**src/rtl/intersection_pkg.sv**
```systemverilog
// Shared encodings for the intersection controller: phase/state codes and
// approach direction constants.
package intersection_pkg;

    typedef enum logic [2:0] {
        ALL_RED   = 3'd0,
        NS_GREEN  = 3'd1,
        NS_YELLOW = 3'd2,
        EW_GREEN  = 3'd3,
        EW_YELLOW = 3'd4,
        PED_WALK  = 3'd5
    } state_t;

    localparam logic NS = 1'b0;
    localparam logic EW = 1'b1;

endpackage

```
**src/rtl/intersection_scheduler_phase_timer.sv**
```systemverilog
// Phase duration counter: clear on phase change, optional hold, optional
// saturation, and an equality compare against the current phase limit.
module phase_timer #(
    parameter int CNT_W = 4
) (
    input  logic             clk,
    input  logic             reset_n,
    input  logic             clear,
    input  logic             hold,
    input  logic             sat_en,
    input  logic [CNT_W-1:0] sat_val,
    input  logic [CNT_W-1:0] term_val,
    output logic [CNT_W-1:0] count,
    output logic             term
);

    always_ff @(posedge clk or negedge reset_n) begin
        if (!reset_n) begin
            count <= '0;
        end else if (clear) begin
            count <= '0;
        end else if (!hold && !(sat_en && count >= sat_val)) begin
            count <= count + 1'b1;
        end
    end

    assign term = (count == term_val);

endmodule

```
**src/rtl/intersection_scheduler.sv**
```systemverilog
// Two-approach intersection controller with pedestrian phase and emergency
// preemption; lamps are decoded directly from the state register.
module intersection_scheduler
    import intersection_pkg::*;
#(
    parameter int CNT_W     = 4,
    parameter int GREEN_MIN = 4,
    parameter int GREEN_MAX = 10,
    parameter int YELLOW_T  = 2,
    parameter int ALLRED_T  = 1,
    parameter int WALK_T    = 5
) (
    input  logic       clk,
    input  logic       reset_n,
    input  logic       ns_req,
    input  logic       ew_req,
    input  logic       ped_req,
    input  logic       emergency,
    input  logic       emerg_dir,
    output logic       ns_red,
    output logic       ns_yellow,
    output logic       ns_green,
    output logic       ew_red,
    output logic       ew_yellow,
    output logic       ew_green,
    output logic       walk,
    output logic [2:0] phase
);

    localparam logic [CNT_W-1:0] MIN_END  = CNT_W'(GREEN_MIN - 1);
    localparam logic [CNT_W-1:0] MAX_END  = CNT_W'(GREEN_MAX - 1);
    localparam logic [CNT_W-1:0] YEL_END  = CNT_W'(YELLOW_T - 1);
    localparam logic [CNT_W-1:0] AR_END   = CNT_W'(ALLRED_T - 1);
    localparam logic [CNT_W-1:0] WALK_END = CNT_W'(WALK_T - 1);

    state_t           state, state_nxt;
    logic [CNT_W-1:0] count, term_val;
    logic             term, hold, change, in_green;
    logic             ns_d, ew_d, ped_d, next_dir, pick;
    logic             ns_leave, ew_leave;

    assign change   = (state_nxt != state);
    assign in_green = (state == NS_GREEN) || (state == EW_GREEN);

    always_comb begin
        case (state)
            ALL_RED:              term_val = AR_END;
            NS_YELLOW, EW_YELLOW: term_val = YEL_END;
            PED_WALK:             term_val = WALK_END;
            default:              term_val = MAX_END;
        endcase
    end

    phase_timer #(.CNT_W(CNT_W)) u_timer (
        .clk      (clk),
        .reset_n  (reset_n),
        .clear    (change),
        .hold     (hold),
        .sat_en   (in_green),
        .sat_val  (MAX_END),
        .term_val (term_val),
        .count    (count),
        .term     (term)
    );

    // In green, term means the GREEN_MAX cap has been reached.
    assign ns_leave = (ew_d || ped_d) && ((count >= MIN_END && !ns_req) || term);
    assign ew_leave = (ns_d || ped_d) && ((count >= MIN_END && !ew_req) || term);

    always_comb begin
        pick = next_dir;
        if (emergency)
            pick = emerg_dir;
        else if (next_dir ? ew_d : ns_d)
            pick = next_dir;
        else if (next_dir ? ns_d : ew_d)
            pick = ~next_dir;
    end

    always_comb begin
        state_nxt = state;
        hold      = 1'b0;
        case (state)
            ALL_RED: begin
                if (term) begin
                    if (ped_d && !emergency)
                        state_nxt = PED_WALK;
                    else
                        state_nxt = pick ? EW_GREEN : NS_GREEN;
                end
            end
            NS_GREEN: begin
                if (emergency && emerg_dir == NS)
                    hold = 1'b1;
                else if (emergency || ns_leave)
                    state_nxt = NS_YELLOW;
            end
            EW_GREEN: begin
                if (emergency && emerg_dir == EW)
                    hold = 1'b1;
                else if (emergency || ew_leave)
                    state_nxt = EW_YELLOW;
            end
            NS_YELLOW, EW_YELLOW: begin
                if (term)
                    state_nxt = ALL_RED;
            end
            PED_WALK: begin
                if (term || emergency)
                    state_nxt = ALL_RED;
            end
            default: state_nxt = ALL_RED;
        endcase
    end

    // Demand latches clear on the entry edge; a request on that edge is absorbed.
    always_ff @(posedge clk or negedge reset_n) begin
        if (!reset_n) begin
            state    <= ALL_RED;
            ns_d     <= 1'b0;
            ew_d     <= 1'b0;
            ped_d    <= 1'b0;
            next_dir <= NS;
        end else begin
            state <= state_nxt;
            ns_d  <= (ns_d || ns_req) && !(change && state_nxt == NS_GREEN);
            ew_d  <= (ew_d || ew_req) && !(change && state_nxt == EW_GREEN);
            ped_d <= (ped_d || ped_req) && !(change && state_nxt == PED_WALK);
            if (change && state_nxt == NS_GREEN)
                next_dir <= EW;
            else if (change && state_nxt == EW_GREEN)
                next_dir <= NS;
        end
    end

    always_comb begin
        ns_red    = 1'b1;
        ns_yellow = 1'b0;
        ns_green  = 1'b0;
        ew_red    = 1'b1;
        ew_yellow = 1'b0;
        ew_green  = 1'b0;
        walk      = 1'b0;
        case (state)
            NS_GREEN:  begin ns_red = 1'b0; ns_green  = 1'b1; end
            NS_YELLOW: begin ns_red = 1'b0; ns_yellow = 1'b1; end
            EW_GREEN:  begin ew_red = 1'b0; ew_green  = 1'b1; end
            EW_YELLOW: begin ew_red = 1'b0; ew_yellow = 1'b1; end
            PED_WALK:  walk = 1'b1;
            default:   ;
        endcase
    end

    assign phase = state;

endmodule
```
**config.mk**
```make
export PLATFORM = sky130hd
export DESIGN_NAME = intersection_scheduler
export DESIGN_NICKNAME = d
export VERILOG_FILES = /design/src/rtl/intersection_pkg.sv /design/src/rtl/intersection_scheduler_phase_timer.sv /design/src/rtl/intersection_scheduler.sv
export SDC_FILE = /design/constraint.sdc
export NUM_CORES = 1
export LEC_CHECK = 0
export BUFFER_PORTS_ARGS = -buffer_cell sky130_fd_sc_hd__buf_2
export CAP_MARGIN = 20
export CORE_MARGIN = 2
export CORE_UTILIZATION = 59
export DETAILED_ROUTE_END_ITERATION = 7
export HOLD_SLACK_MARGIN = 0.05
export PLACE_DENSITY = 0.83
export SYNTH_ARGS = -nofsm -noshare
export SYNTH_HDL_FRONTEND = slang
export SYNTH_SLANG_ARGS = --single-unit
```
**constraint.sdc**
```tcl
create_clock -name clk -period 5.09 [get_ports clk]
set_input_delay 1.2725 -clock clk [delete_from_list [all_inputs] [get_ports clk]]
set_output_delay 1.2725 -clock clk [all_outputs]
set_load 0.005 [all_outputs]
```
======== Word level (Yosys, flattened, before mapping) ========
Index checks and enable logic that the tools add are counted.
word-level totals
  output and inout bits ................... 10
  logic and storage cells ................. 91
  bits of input ports ..................... 7
  register bits ........................... 11
operators by class
  add/sub/neg operators ................... 1
  reductions and logical operators ........ 40
  equality and inequality tests ........... 10
  bitwise gates (word level) .............. 2
  mux-type cells .......................... 30
  $lt $le $gt $ge ......................... 2
operators by type and width
  kind                 count
  $mux 3               8
  $mux 1               16
  $logic_and 1x1->1    15
  $pmux 3 s5           1
  $pmux 4 s3           1
  $logic_or 1x1->1     11
  $eq 3x2->1 const B   3
  $eq 3x3->1 const B   3
  $logic_not 1->1      8
  $mux 4               2
  $eq 3x1->1 const B   2
  $reduce_or 2->1      3
  $add 4x1->4 const B  1
  $eq 4x4->1           1
  $ge 4x2->1 const B   1
  $ge 4x4->1 const B   1
  $reduce_bool 2->1    2
  $logic_not 3->1      1
  $ne 3x3->1           1
  $mux 2               1
  $not 1->1            2
  $pmux 1 s2           1

======== Depth between registers and ports, before layout ========
  depth after elaboration ................. 14
  gate-level depth with buffers ........... 8
  gate-level depth less buffers ........... 8

======== Hierarchy ========
Synthesis repeated with hierarchy kept, for this count alone.
second synthesis, totals
  cells, all modules ...................... 119
  area, all modules ....................... 978.4 µm²
modules (own cells, without submodules)
  module                  cells each  area each (µm²)  instances
  intersection_scheduler  77          588.1            1
  phase_timer             42          390.4            1

======== Least setup slack after synthesis ========
Ideal clock, no wire load.
  path kind ............................... input-to-reg
  start ................................... input port emergency
  end ..................................... register ns_d
  path slack .............................. 2.438 ns
  arrival time ............................ 2.587 ns
  setup time .............................. 0.065 ns
  cell stages on the path ................. 7
  cell sequence ........................... bufbuf_16 nor2b_1 o31ai_1 o221ai_1 mux2_2 o2111ai_1 o22a_1
on the way
  longest elaborated chain between the ends .. 9
  elaborated cells between the ends (all ways) .. 22
  classes of those cells .................. eq/ne (2); mux (10); reduce/logical (10)
ends and longest elaborated chain
  element                                      line                                                         source
  start, declared                              intersection_scheduler.sv:18                                 input logic emergency,
  $mux 1 or $logic_not 1->1 (tied branches)    intersection_scheduler.sv:72, intersection_scheduler.sv:86
  $mux 2 or $logic_and 1x1->1 (tied branches)  intersection_scheduler.sv:89, intersection_scheduler.sv:86
  $mux 3                                       intersection_scheduler.sv:86                                 if (ped_d && !emergency)
  $mux 3                                       intersection_scheduler.sv:85                                 if (term) begin
  $pmux 3 s5 (*)                               intersection_scheduler.sv:83                                 case (state)
  $ne 3x3->1 or $eq 3x1->1 (tied branches)     intersection_scheduler.sv:42, intersection_scheduler.sv:126
  $logic_and 1x1->1 (*)                        intersection_scheduler.sv:126                                ns_d <= (ns_d || ns_req) && !(change && state_nxt == NS_GREEN);
  $logic_not 1->1 (*)                          intersection_scheduler.sv:126
  $logic_and 1x1->1 (*)                        intersection_scheduler.sv:126
  end signal, assigned                         intersection_scheduler.sv:126
  end, declared                                intersection_scheduler.sv:39                                 logic ns_d, ew_d, ped_d, next_dir, pick;
Mark *: on every way between the ends. The rest lies on a longest branch, timed or not.
A chain may end at the register's enable or synchronous reset.

======== Worst setup path in the final report ========
  start ................................... register state[0], in the netlist phase[0]
  end ..................................... output port ew_red
on the way
  longest elaborated chain between the ends .. 3
  elaborated cells between the ends (all ways) .. 4
  classes of those cells .................. eq/ne (2); mux (1); reduce/logical (1)
ends and longest elaborated chain
  element                                   line                           source
  start, declared                           intersection_scheduler.sv:36   state_t state, state_nxt;
  start signal, assigned                    intersection_scheduler.sv:125  state <= state_nxt;
  $eq 3x2->1 or $eq 3x3->1 (tied branches)  intersection_scheduler.sv:144  case (state)
  $reduce_or 2->1 (no source line) (*)      -
  $mux 1 (*)                                intersection_scheduler.sv:144
  end, declared                             intersection_scheduler.sv:23   output logic ew_red,
Marks and branches as above.

==> metrics.csv <==
stage;metric;value;unit
floorplan;die_h;45.9;µm
logic_synthesis;synthesis.area;1040;µm²
clocking;cts_resized;0;
sta;drv_slew;0;
logic_synthesis;netlist.area_leader.share;26.6;%
sta;maxSlewHeadroom;63.9;%
finish;drive_gt1_share;23.1;%
detailed_routing;post-route-drc-count;0;
logic_synthesis;syn_inst;120;
critical_path;setup.worst_path.class;flop to output pin;
finish;multi_input_area;643;µm²
detailed_routing;top_layer;met4;
hold_path;whs_endpoint;next_dir;
placed_design;placement.io_buffers;16;
power_and_ir_drop;p_leak;0.000489;µW
power_and_ir_drop;max-vdd-ir-drop;0.000339;V
job;cap_viol_max_count;0;
detailed_routing;vias;949;
logic_synthesis;postSynth.asyncResetShare;100;%
detailed_routing;wl_met3;94;µm
power_and_ir_drop;power_density;594;nW/µm²
hold_path;hp-class;flop to flop;
finish;num-fill-cells;147;
detailed_routing;drt-met1-wl;1020;µm
critical_path;reg2reg_from;phase[1];
clocking;htree_levels;1;
detailed_routing;drt-wirelength-per-cell;15.3;µm
sta;tightestPinTransition;541;ps
detailed_routing;route.antenna.remaining_nets;0;
sta;finalSetupTns;0;ps
logic_synthesis;syn_avg_cell_area;8.63;µm²
critical_path;crit_path_end_kind;output pin;
placed_design;dp_hpwl;1760;µm
logic_synthesis;synthXorXnorAreaFrac;5.07;%
detailed_routing;first_iter_violations;35;
logic_synthesis;synth_mux_area_share;3.14;%
global_routing;globalRouteTotalUtil;24.8;%
logic_synthesis;synthFlopType;dfrtp_1;
logic_synthesis;synth-compound-area-share;26.4;%
logic_synthesis;synthDistinctLibCells;50;
placed_design;gp_congestion;0.866;
critical_path;cp_data_required_time;3820;ps
detailed_routing;routed_wirelength;2310;µm
logic_synthesis;synth_area_leaders;dfrtp_1 (27%), nand2_1 (4.3%), nor2_1 (4.3%);
sta;setup_violations;0;
global_routing;grt_max_degree;19;
sta;min_period;2920;ps
detailed_routing;avgViaCountPerCell;6.28;
critical_path;cp_max_fo;16;
logic_synthesis;synth-adder-area-share;4.59;%
global_routing;grt_pass1_wl;3770;µm
floorplan;fp-row-count;15;
finish;area_growth;3.99;%
clocking;cts_buffer_depth;2;
clocking;clock_latency;280;ps
sta;skew;6.12;ps
logic_synthesis;syn_nets;130;
finish;n_antenna_cell;0;
logic_synthesis;synth_area_leader_cell;dfrtp_1;
critical_path;arrival;1640;ps
logic_synthesis;synth_top_family_by_area;compound AO/OA/AOI/OAI gates;
critical_path;reg2reg_to;ns_d;
logic_synthesis;synth_common_cells;nand2_1 (12), nor2_1 (12), dfrtp_1 (11), inv_1 (8), nor3_1 (6);
logic_synthesis;synth-warning-count;0;
sta;fmax;343;MHz
finish;seq_area;275;µm²
clocking;cts_buffers;3;
clocking;cts.sinks;11;
critical_path;r2r_cells;6;
floorplan;ioPinCount;17;
clocking;clk_pin_slew;80;ps
hold_path;hold_start;next_dir;
clocking;postCtsHoldBufs;0;
sta;final_hold_viol_count;0;
finish;fin_nets;145;
global_routing;grt_pass1_vias;843;
critical_path;worstSetupStartpointType;flop;
sta;post-route-period-util;57.3;%
logic_synthesis;synth_seq_area_share;26.6;%
floorplan;core;1690;µm²
critical_path;rrSetupSlack;2700;ps
global_routing;antenna_found_initial;0;
sta;setup_slack;2170;ps
logic_synthesis;synth_seq_cells;11;
logic_synthesis;synth_edf_count;0;
detailed_routing;met2WireLength;1130;µm
placed_design;dpl_worst_slack;2360;ps
sta;rsz0062_at_grt;false;
clocking;cts_setup_buffers;0;
detailed_routing;drt_pass1_iterations;4;
floorplan;initial_utilization;61.3;%
status;status;complete, no violations;
clocking;cts_tree;done;
logic_synthesis;yosys.area_share.simple;22.8;%
floorplan;dieArea;2110;µm²
clocking;ctsRootBufferMaster;clkbuf_4;
global_routing;overflow;0;
floorplan;die_w;45.9;µm
hold_path;hold_path_depth;2;
==> critical path: stages (launching register included) <==
cell and delay (ps):
dfrtp_1 610, nor2b_1 270, nand2_1 150, inv_1 150, nor2_1 50, buf_2 120
==> per-layer routing <==
layer	vias up	GRT usage (%)
met5	-	0
met1	442	35.0
li1	465	-
met3	9	1.59
met2	33	38.1
met4	0	12.6
==> through the flow <==
step	std cells	util (%)	cell area [µm²]	power [µW]	hold WS, ps
after global placement	147	62.1	1050	563	490
final	151	63.8	1080	639	512
after floorplan	120	-	1040	498	462
after global routing	151	63.8	1080	701	552
after CTS	151	63.8	1080	636	514
after detailed placement	147	62.1	1050	573	498
==> layout by cell type, fill, tap and decap left out, drive strengths merged, types with 2 or more instances in the layout <==
cell type / netlist / final
buf: 2 / 16
nand2: 12 / 12
nor2: 12 / 12
dfrtp: 11 / 11
inv: 8 / 8
nor3: 7 / 7
o21ai: 6 / 6
a21oi: 5 / 5
xnor2: 5 / 5
nor2b: 3 / 3
o21a: 3 / 3
ha: 3 / 3
clkbuf: 3 / 3
or3: 3 / 3
o2111ai: 3 / 3
nand2b: 2 / 2
mux2: 2 / 2
o211ai: 2 / 2
a22oi: 2 / 2
o221ai: 2 / 2
o22a: 2 / 2
==> flip-flops by register name (all words and copies together), names as in the netlist <==
| signal | flops |
|---|---|
| next_dir | 1 |
| ns_d | 1 |
| ped_d | 1 |
| u_timer.count | 4 |
| phase | 3 |
| ew_d | 1 |
==> kinds of logic (layout without fill, tap and decap cells) <==
logic type,after synthesis,count (layout)
AND/OR/NAND/NOR,47,47
XOR/XNOR,6,6
multiplexers,3,3
flip-flops,11,11
AO/OA/AOI/OAI,35,35
buffers and inverters,14,28
adder cells (fa/ha/maj),4,4
==> worst max path at each step <==
stage               endpoint  slack, ps  startpoint
floorplan               ns_d       2440   emergency
global placement        ns_d       2470   emergency
detailed placement      ns_d       2360   emergency
CTS                   ew_red       2190    phase[0]
global route          ew_red       1980    phase[0]
finish                ew_red       2170    phase[0]
==> power by group <==
group	internal [µW]	switching [µW]
Sequential	119	63.9
Combinational	180	214
Clock	29.2	33.2
==> final cells by class <==
type,count,share of cell area [%]
Timing Repair Buffer,16,7.43
Multi-Input combinational cell,95,59.7
Sequential cell,11,25.6
Clock buffer,3,2.09
Clock inverter,1,0.465
Inverter,8,2.79
Tap cell,17,1.97
Note: power is estimated with default switching activity, not from simulation.
